$ cat src/rtl/sfifo_ctrl.sv
// Synchronous FIFO controller for an external RAM with one-cycle registered read data.
// Pointers, occupancy count and sticky error flags live here; storage lives in the RAM.
module sfifo_ctrl #(
    parameter int DATA_WIDTH = 4,
    parameter int ADDR_WIDTH = 3,
    parameter int AF_LEVEL   = 6
) (
    input  logic                  clk,
    input  logic                  rst,
    input  logic                  push,
    input  logic [DATA_WIDTH-1:0] push_data,
    input  logic                  pop,
    output logic [DATA_WIDTH-1:0] pop_data,
    output logic                  pop_valid,
    output logic                  full,
    output logic                  empty,
    output logic                  almost_full,
    output logic [ADDR_WIDTH:0]   count,
    output logic                  ovf,
    output logic                  udf,
    output logic                  ram_we,
    output logic [7:0]            ram_waddr,
    output logic [DATA_WIDTH-1:0] ram_wdata,
    output logic                  ram_re,
    output logic [7:0]            ram_raddr,
    input  logic [DATA_WIDTH-1:0] ram_rdata
);
    localparam logic [ADDR_WIDTH:0] DEPTH  = {1'b1, {ADDR_WIDTH{1'b0}}};
    localparam logic [ADDR_WIDTH:0] AF_THR = AF_LEVEL[ADDR_WIDTH:0];

    logic [ADDR_WIDTH-1:0] wptr_q, wptr_d;
    logic [ADDR_WIDTH-1:0] rptr_q, rptr_d;
    logic [ADDR_WIDTH:0]   count_q, count_d;
    logic                  pop_valid_q;
    logic                  ovf_q, udf_q;
    logic                  push_ok, pop_ok;

    // Flags come from the registered count, so acceptance never depends on same-cycle ops.
    assign empty       = (count_q == '0);
    assign full        = (count_q == DEPTH);
    assign almost_full = (count_q >= AF_THR);
    assign count       = count_q;

    assign push_ok = push && !full;
    assign pop_ok  = pop && !empty;

    assign ram_we    = push_ok;
    assign ram_waddr = 8'(wptr_q);
    assign ram_wdata = push_data;
    assign ram_re    = pop_ok;
    assign ram_raddr = 8'(rptr_q);

    assign pop_data  = ram_rdata;
    assign pop_valid = pop_valid_q;
    assign ovf       = ovf_q;
    assign udf       = udf_q;

    always_comb begin
        wptr_d  = push_ok ? wptr_q + 1'b1 : wptr_q;
        rptr_d  = pop_ok ? rptr_q + 1'b1 : rptr_q;
        count_d = count_q;
        if (push_ok && !pop_ok)
            count_d = count_q + 1'b1;
        else if (pop_ok && !push_ok)
            count_d = count_q - 1'b1;
    end

    always_ff @(posedge clk) begin
        if (rst) begin
            wptr_q      <= '0;
            rptr_q      <= '0;
            count_q     <= '0;
            pop_valid_q <= 1'b0;
            ovf_q       <= 1'b0;
            udf_q       <= 1'b0;
        end else begin
            wptr_q      <= wptr_d;
            rptr_q      <= rptr_d;
            count_q     <= count_d;
            pop_valid_q <= pop_ok;
            ovf_q       <= ovf_q | (push && full);
            udf_q       <= udf_q | (pop && empty);
        end
    end
endmodule

$ cat config.mk
export PLATFORM = sky130hd
export DESIGN_NAME = sfifo_ctrl
export DESIGN_NICKNAME = d
export VERILOG_FILES = /design/src/rtl/sfifo_ctrl.sv
export SDC_FILE = /design/constraint.sdc
export NUM_CORES = 1
export LEC_CHECK = 0
export ABC_AREA = 1
export BUFFER_PORTS_ARGS = -buffer_cell sky130_fd_sc_hd__clkbuf_2
export CORE_ASPECT_RATIO = 1.2
export CORE_MARGIN = 4
export CORE_UTILIZATION = 40
export DETAILED_ROUTE_END_ITERATION = 7
export GPL_TIMING_DRIVEN = 0
export PLACE_DENSITY = 0.74
export SLEW_MARGIN = 20
export SYNTH_ARGS = -nofsm -noshare
export SYNTH_HDL_FRONTEND = slang
export SYNTH_SLANG_ARGS = --single-unit
$ cat constraint.sdc
create_clock -name clk -period 4.05 [get_ports clk]
set_input_delay 0.2025 -clock clk [delete_from_list [all_inputs] [get_ports clk]]
set_output_delay 0.2025 -clock clk [all_outputs]
set_load 0.005 [all_outputs]
# Yosys cells after proc, flatten, opt, wreduce, memory -nomap -nowiden
# Cells that the tools add are included.
[word_totals]
word_cells = 28
inputBits = 12
reg_bits = 13
[op_classes]
eq_ne = 1
n_reduce_logical = 12
add_sub_neg = 4
bitwise_logic = 2
order_cmp = 1
n_mux = 2
[op_table]
columns = ["operator", "count"]
rows = [
  ["$mux W4", 2],
  ["$add A3 B1 Y3 const B", 2],
  ["$logic_and A1 B1 Y1", 6],
  ["$add A4 B1 Y4 const B", 1],
  ["$eq A4 B4 Y1 const B", 1],
  ["$ge A4 B3 Y1 const B", 1],
  ["$logic_not A1 Y1", 4],
  ["$logic_not A4 Y1", 1],
  ["$sub A4 B1 Y4 const B", 1],
  ["$or A1 B1 Y1", 2],
  ["$reduce_bool A2 Y1", 1],
]

# Logic depth before layout (Yosys ltp)
[depth]
ltp_word = 7
mapped_depth = 13
ltp_nobuf = 13

# Worst setup path before layout
# No wires, ideal clock.
[synth_path]
kind = "register to register"
startpoint = "register count_q[0], in the netlist count[0]"
endpoint = "register count_q[3], in the netlist count[3]"
path_buffers = 0
stages_incl_launch_ff = 14
t_arrival_ns = 1.754
path_slack_ns = 2.187
synth_period_minus_slack_ns = 1.863
setup_ns = 0.109
required_ns = 3.941
path_cell_list = "dfxtp_1 nor2_4 nand3_2 nand2_2 inv_2 ha_1 inv_1 ha_1 a21oi_1 nand2_1 nand2_1 nand3_1 nand2_1 inv_1"
[synth_between]
elab_chain_len = 6
elab_cells_between_ends = 15
classes_between = "add/sub (2); eq/ne (1); mux (2); reduce/logical (10)"
[synth_rtl]
columns = ["item", "line_no", "rtl"]
rows = [
  ["start: declaration", "33", "logic [ADDR_WIDTH:0] count_q, count_d;"],
  ["start signal: assignment", "79", "count_q <= count_d;"],
  ["$eq A4 B4 Y1 *", "40", "assign full = (count_q == DEPTH);"],
  ["$logic_not A1 Y1 *", "44", "assign push_ok = push && !full;"],
  ["$logic_and A1 B1 Y1 *", "44", ""],
  ["net ram_we", "21", "output logic ram_we,"],
  ["$logic_not A1 Y1", "64", "else if (pop_ok && !push_ok)"],
  ["$logic_and A1 B1 Y1", "64", ""],
  ["$reduce_bool A2 Y1 (no line)", "-", ""],
]
# Mark *: on every way through the listed nets, which the timed path passes. The rest lies on a longest branch. The select of a mux whose other input is x is not followed.
# A chain may end at the register's enable or synchronous reset.

# Worst setup path after layout
[layout_path]
startpoint = "register count_q[0], in the netlist count[0]"
endpoint = "register count_q[3], in the netlist count[3]"
[layout_between]
elab_chain_len = 6
elab_cells_between_ends = 15
classes_between = "add/sub (2); eq/ne (1); mux (2); reduce/logical (10)"
[layout_rtl]
columns = ["item"]
rows = [
  ["branches (longest 6 deep; another with $sub A4 B1 Y4)"],
]
# Several ways; the timed one is not identified. The select of a mux whose other input is x is not followed.

==> reports/results.md <==
| Parameter | Reported | Unit |
|---|---|---|
| Sum of net half-perimeters after detailed placement | 1380 | um |
| Detailed-route vias per instance | 4.39 | - |
| Time the worst path needs with I/O delays and setup | 2090 | ps |
| Peak-usage layer in the global routing report | met2 | - |
| Routed wirelength normalized by instance count | 9.52 | um |
| Arrival time at the worst endpoint | 2270 | ps |
| Setup TNS after final layout | 0 | ps |
| Area of all placed cells without fillers | 1040 | um2 |
| Unrepaired setup endpoints after global routing | false | - |
| Count of instances resized after the clock tree is built | 0 | - |
| CTS tree | built | - |
| Hold Path Sink | ovf | - |
| Antenna cell count | 0 | - |
| Area taken by flip-flops and latches | 260 | um2 |
| Weighted congestion at the end of routability-driven global placement | 0.784 | - |
| Cell internal power dissipation | 0.364 | mW |
| Maximum clock path buffer count | 2 | - |
| Count of mapped cells out of synthesis | 106 | - |
| Met1 Usage GRT | 12.7 | % |
| Worst-case register-to-register setup slack | 1960 | ps |
| Type of element launching the critical path | register | - |
| Most common cell after layout, fill and taps aside | sky130_fd_sc_hd__clkbuf_2 | - |
| Wire length of the first global-routing pass | 2730 | um |
| Largest net degree at the start of global routing | 10 | - |
| Proportion of total power due to net switching | 44.1 | % |
| Min-Delay Startpoint | rst | - |
| Share of synthesized area occupied by flip-flops and latches | 31.7 | % |
| #FFs+latches synth | 13 | - |
| Number of buffers created by CTS | 3 | - |
| DIE WIDTH | 49.4 | um |
| Antenna violations before repair | 0 | - |
| GR met3 Demand/Resource | 2.57 | % |
| Detailed-route via count | 729 | - |
| Number of nets in the layout | 166 | - |
| Clock share of power | 12.2 | % |
| Chip height | 57.6 | um |
| Switching power of the nets | 0.287 | mW |
| GR Overflow Total | 0 | - |
| Share of post-route cells with drive strength above 1 | 38.8 | % |
| Ports placed on the boundary | 48 | - |
| Final setup violation count | 0 | - |
| Post-synthesis cell type count | 19 | - |
| All-Layer GR Usage | 12.0 | % |
| Number of detailed-route iterations in the first pass | 4 | - |
| End of the worst register-to-register path | count[3] | - |
| Post-CTS Setup Repair Bufs | 0 | - |
| Worst reg2reg startpoint | count[0] | - |
| DRT Wirelength | 1580 | um |
| CTS Hold Bufs | 0 | - |
| Number of DRC markers after the initial detailed-route iteration | 10 | - |
| Cell Area, Placed | 1020 | um2 |
| Commonest cells after routing, fill and taps aside | sky130_fd_sc_hd__clkbuf_2 (28), sky130_fd_sc_hd__buf_4 (19), sky130_fd_sc_hd__nand2_1 (16) | - |
| Number of hold-slack violations in the final timing report | 0 | - |
| Final clock skew | 3.12 | ps |
| Area of combinational cells with multiple inputs | 397 | um2 |
| Signed area change from the synthesized netlist to the final layout | 27.3 | % |
| Sequential fraction of design power | 33.0 | % |
| Final worst hold slack | 151 | ps |
| Relative contribution of combinational cells to total power | 54.8 | % |
| Fill cell total of the finished layout | 181 | - |
| Clock latency on the worst-skew pair | 270 | ps |
| Share of the clock period used by the worst path after layout | 51.7 | % |
| Worst setup path class | reg2reg | - |
| Initial standard-cell utilization of the core | 43.4 | % |
| Max capacitance violation total | 0 | - |
| Area inside the core boundary | 1890 | um2 |
| Average instance area after synthesis | 7.74 | um2 |
| Reg2Reg Depth | 13 | - |
| Antenna-violating nets left | 0 | - |
| Met2 Track Usage GR | 21.8 | % |
| Maximum fanout count along the critical path | 5 | - |
| Count of cells along the worst hold path | 2 | - |
| Reg clk slew, reported paths | 80 | ps |
| Area of the die | 2840 | um2 |
| Critical path capture point type | register | - |
| CTS Root Buffer Type | sky130_fd_sc_hd__clkbuf_4 | - |
| Count of unresolved DRC violations after routing | 0 | - |
| Final core occ | 55.2 | % |
| Run status | complete, no violations | - |
| Clock sink count | 13 | - |
| Number of rows in the core area | 17 | - |
| Critical Path Source | count[0] | - |
| Max-slew violation count | 0 | - |
| Count of yosys warnings during synthesis | 0 | - |
| Hold Path Class | in2reg | - |
| Count of input and output buffers | 28 | - |
| CP required | 4220 | ps |
| Number of global-route vias before repair | 714 | - |
| Max Fclk | 478 | MHz |
| Total power divided by cell area | 622 | nW/um2 |
| Peak supply drop | 0.000375 | V |
| Level count of the clock H-tree | 1 | - |
| Summed instance area of the synthesized netlist | 821 | um2 |
| Leakage power figure | 0.624 | nW |
[per-layer routing]
layer  up-vias  part of all wire [%]
li1        381                     -
met1       309                    39
met2        33                    49
met3         6                   8.7
met4         0                   2.5
met5         -                     0
[how the worst max path moves through the flow]
stage                          end  slack [ps]  cells after the start
after floorplan           count[3]        2190                     13
after global placement    count[3]        2070                     13
after detailed placement  count[3]        2000                     13
after CTS                 count[3]        1970                     13
after global routing      count[3]        1780                     13
final                     count[3]        1960                     13
[cells in the mapped netlist]
cell,instances,area (um2)
sky130_fd_sc_hd__xor2_1,4,35.0
sky130_fd_sc_hd__fa_1,1,20.0
sky130_fd_sc_hd__nand2_1,16,60.1
sky130_fd_sc_hd__ha_1,5,62.6
sky130_fd_sc_hd__a21oi_1,7,35.0
sky130_fd_sc_hd__nand2_4,1,11.3
sky130_fd_sc_hd__inv_1,12,45.0
sky130_fd_sc_hd__nor2_4,1,11.3
sky130_fd_sc_hd__inv_4,1,6.26
sky130_fd_sc_hd__nor2_1,12,45.0
sky130_fd_sc_hd__nand2_2,1,6.26
sky130_fd_sc_hd__o21ai_0,4,20.0
sky130_fd_sc_hd__nand3_2,1,10.0
sky130_fd_sc_hd__nand3_1,5,25.0
sky130_fd_sc_hd__buf_4,19,143
sky130_fd_sc_hd__dfxtp_1,13,260
sky130_fd_sc_hd__conb_1,1,3.75
sky130_fd_sc_hd__inv_2,1,3.75
sky130_fd_sc_hd__nand3_4,1,17.5
[through the flow]
step / cells / power (mW) / setup WS [ps]
3_5_place_dp: 162 / 0.577 / 2000
6_report: 166 / 0.650 / 1960
3_3_place_gp: 162 / 0.557 / 2070
5_1_grt: 166 / 0.718 / 1780
2_1_floorplan: 115 / 0.460 / 2190
4_1_cts: 166 / 0.659 / 1970
[cell families after synthesis]
family / after synthesis / share of synthesized area (%)
compound gates: 11 / 6.71
xor+xnor: 4 / 4.27
fa+ha+maj: 6 / 10.1
buf+inv: 33 / 24.1
flops: 13 / 31.7
other cells: 1 / 0.457
simple gates: 38 / 22.7
[worst max-delay path, cell delays in order, from the launching register on]
cell and delay, ps:
sky130_fd_sc_hd__dfxtp_1 390, sky130_fd_sc_hd__nor2_4 180, sky130_fd_sc_hd__nand3_2 110, sky130_fd_sc_hd__nand2_2 100, sky130_fd_sc_hd__inv_2 60, sky130_fd_sc_hd__ha_1 210
sky130_fd_sc_hd__inv_1 130, sky130_fd_sc_hd__ha_1 280, sky130_fd_sc_hd__a21oi_1 200, sky130_fd_sc_hd__nand2_1 80, sky130_fd_sc_hd__nand2_1 60, sky130_fd_sc_hd__nand3_1 80
sky130_fd_sc_hd__nand2_1 70, sky130_fd_sc_hd__inv_1 40
[cell type report]
class                           instances  area share [%]
Buffer                                 19            13.7
Tap cell                               19            2.28
Inverter                               14            5.27
Sequential cell                        13            24.9
Clock buffer                            4            2.51
Timing Repair Buffer                   28            13.4
Multi-Input combinational cell         69            38.0
[sequential cells by signal, summed over array words and instances, names as in the netlist]
register	flops
pop_valid	1
count	4
ovf	1
wptr_q	3
rptr_q	3
udf	1
[power groups by stage]
stage | combinational (mW) | sequential, mW | clock [mW]
after floorplan | 0.244 | 0.215 | 0
after global placement | 0.342 | 0.215 | 0
after detailed placement | 0.360 | 0.217 | 0
after CTS | 0.361 | 0.215 | 0.0829
after global routing | 0.406 | 0.224 | 0.0878
final | 0.357 | 0.215 | 0.0792
No activity file was read; power rests on OpenSTA's default activity.
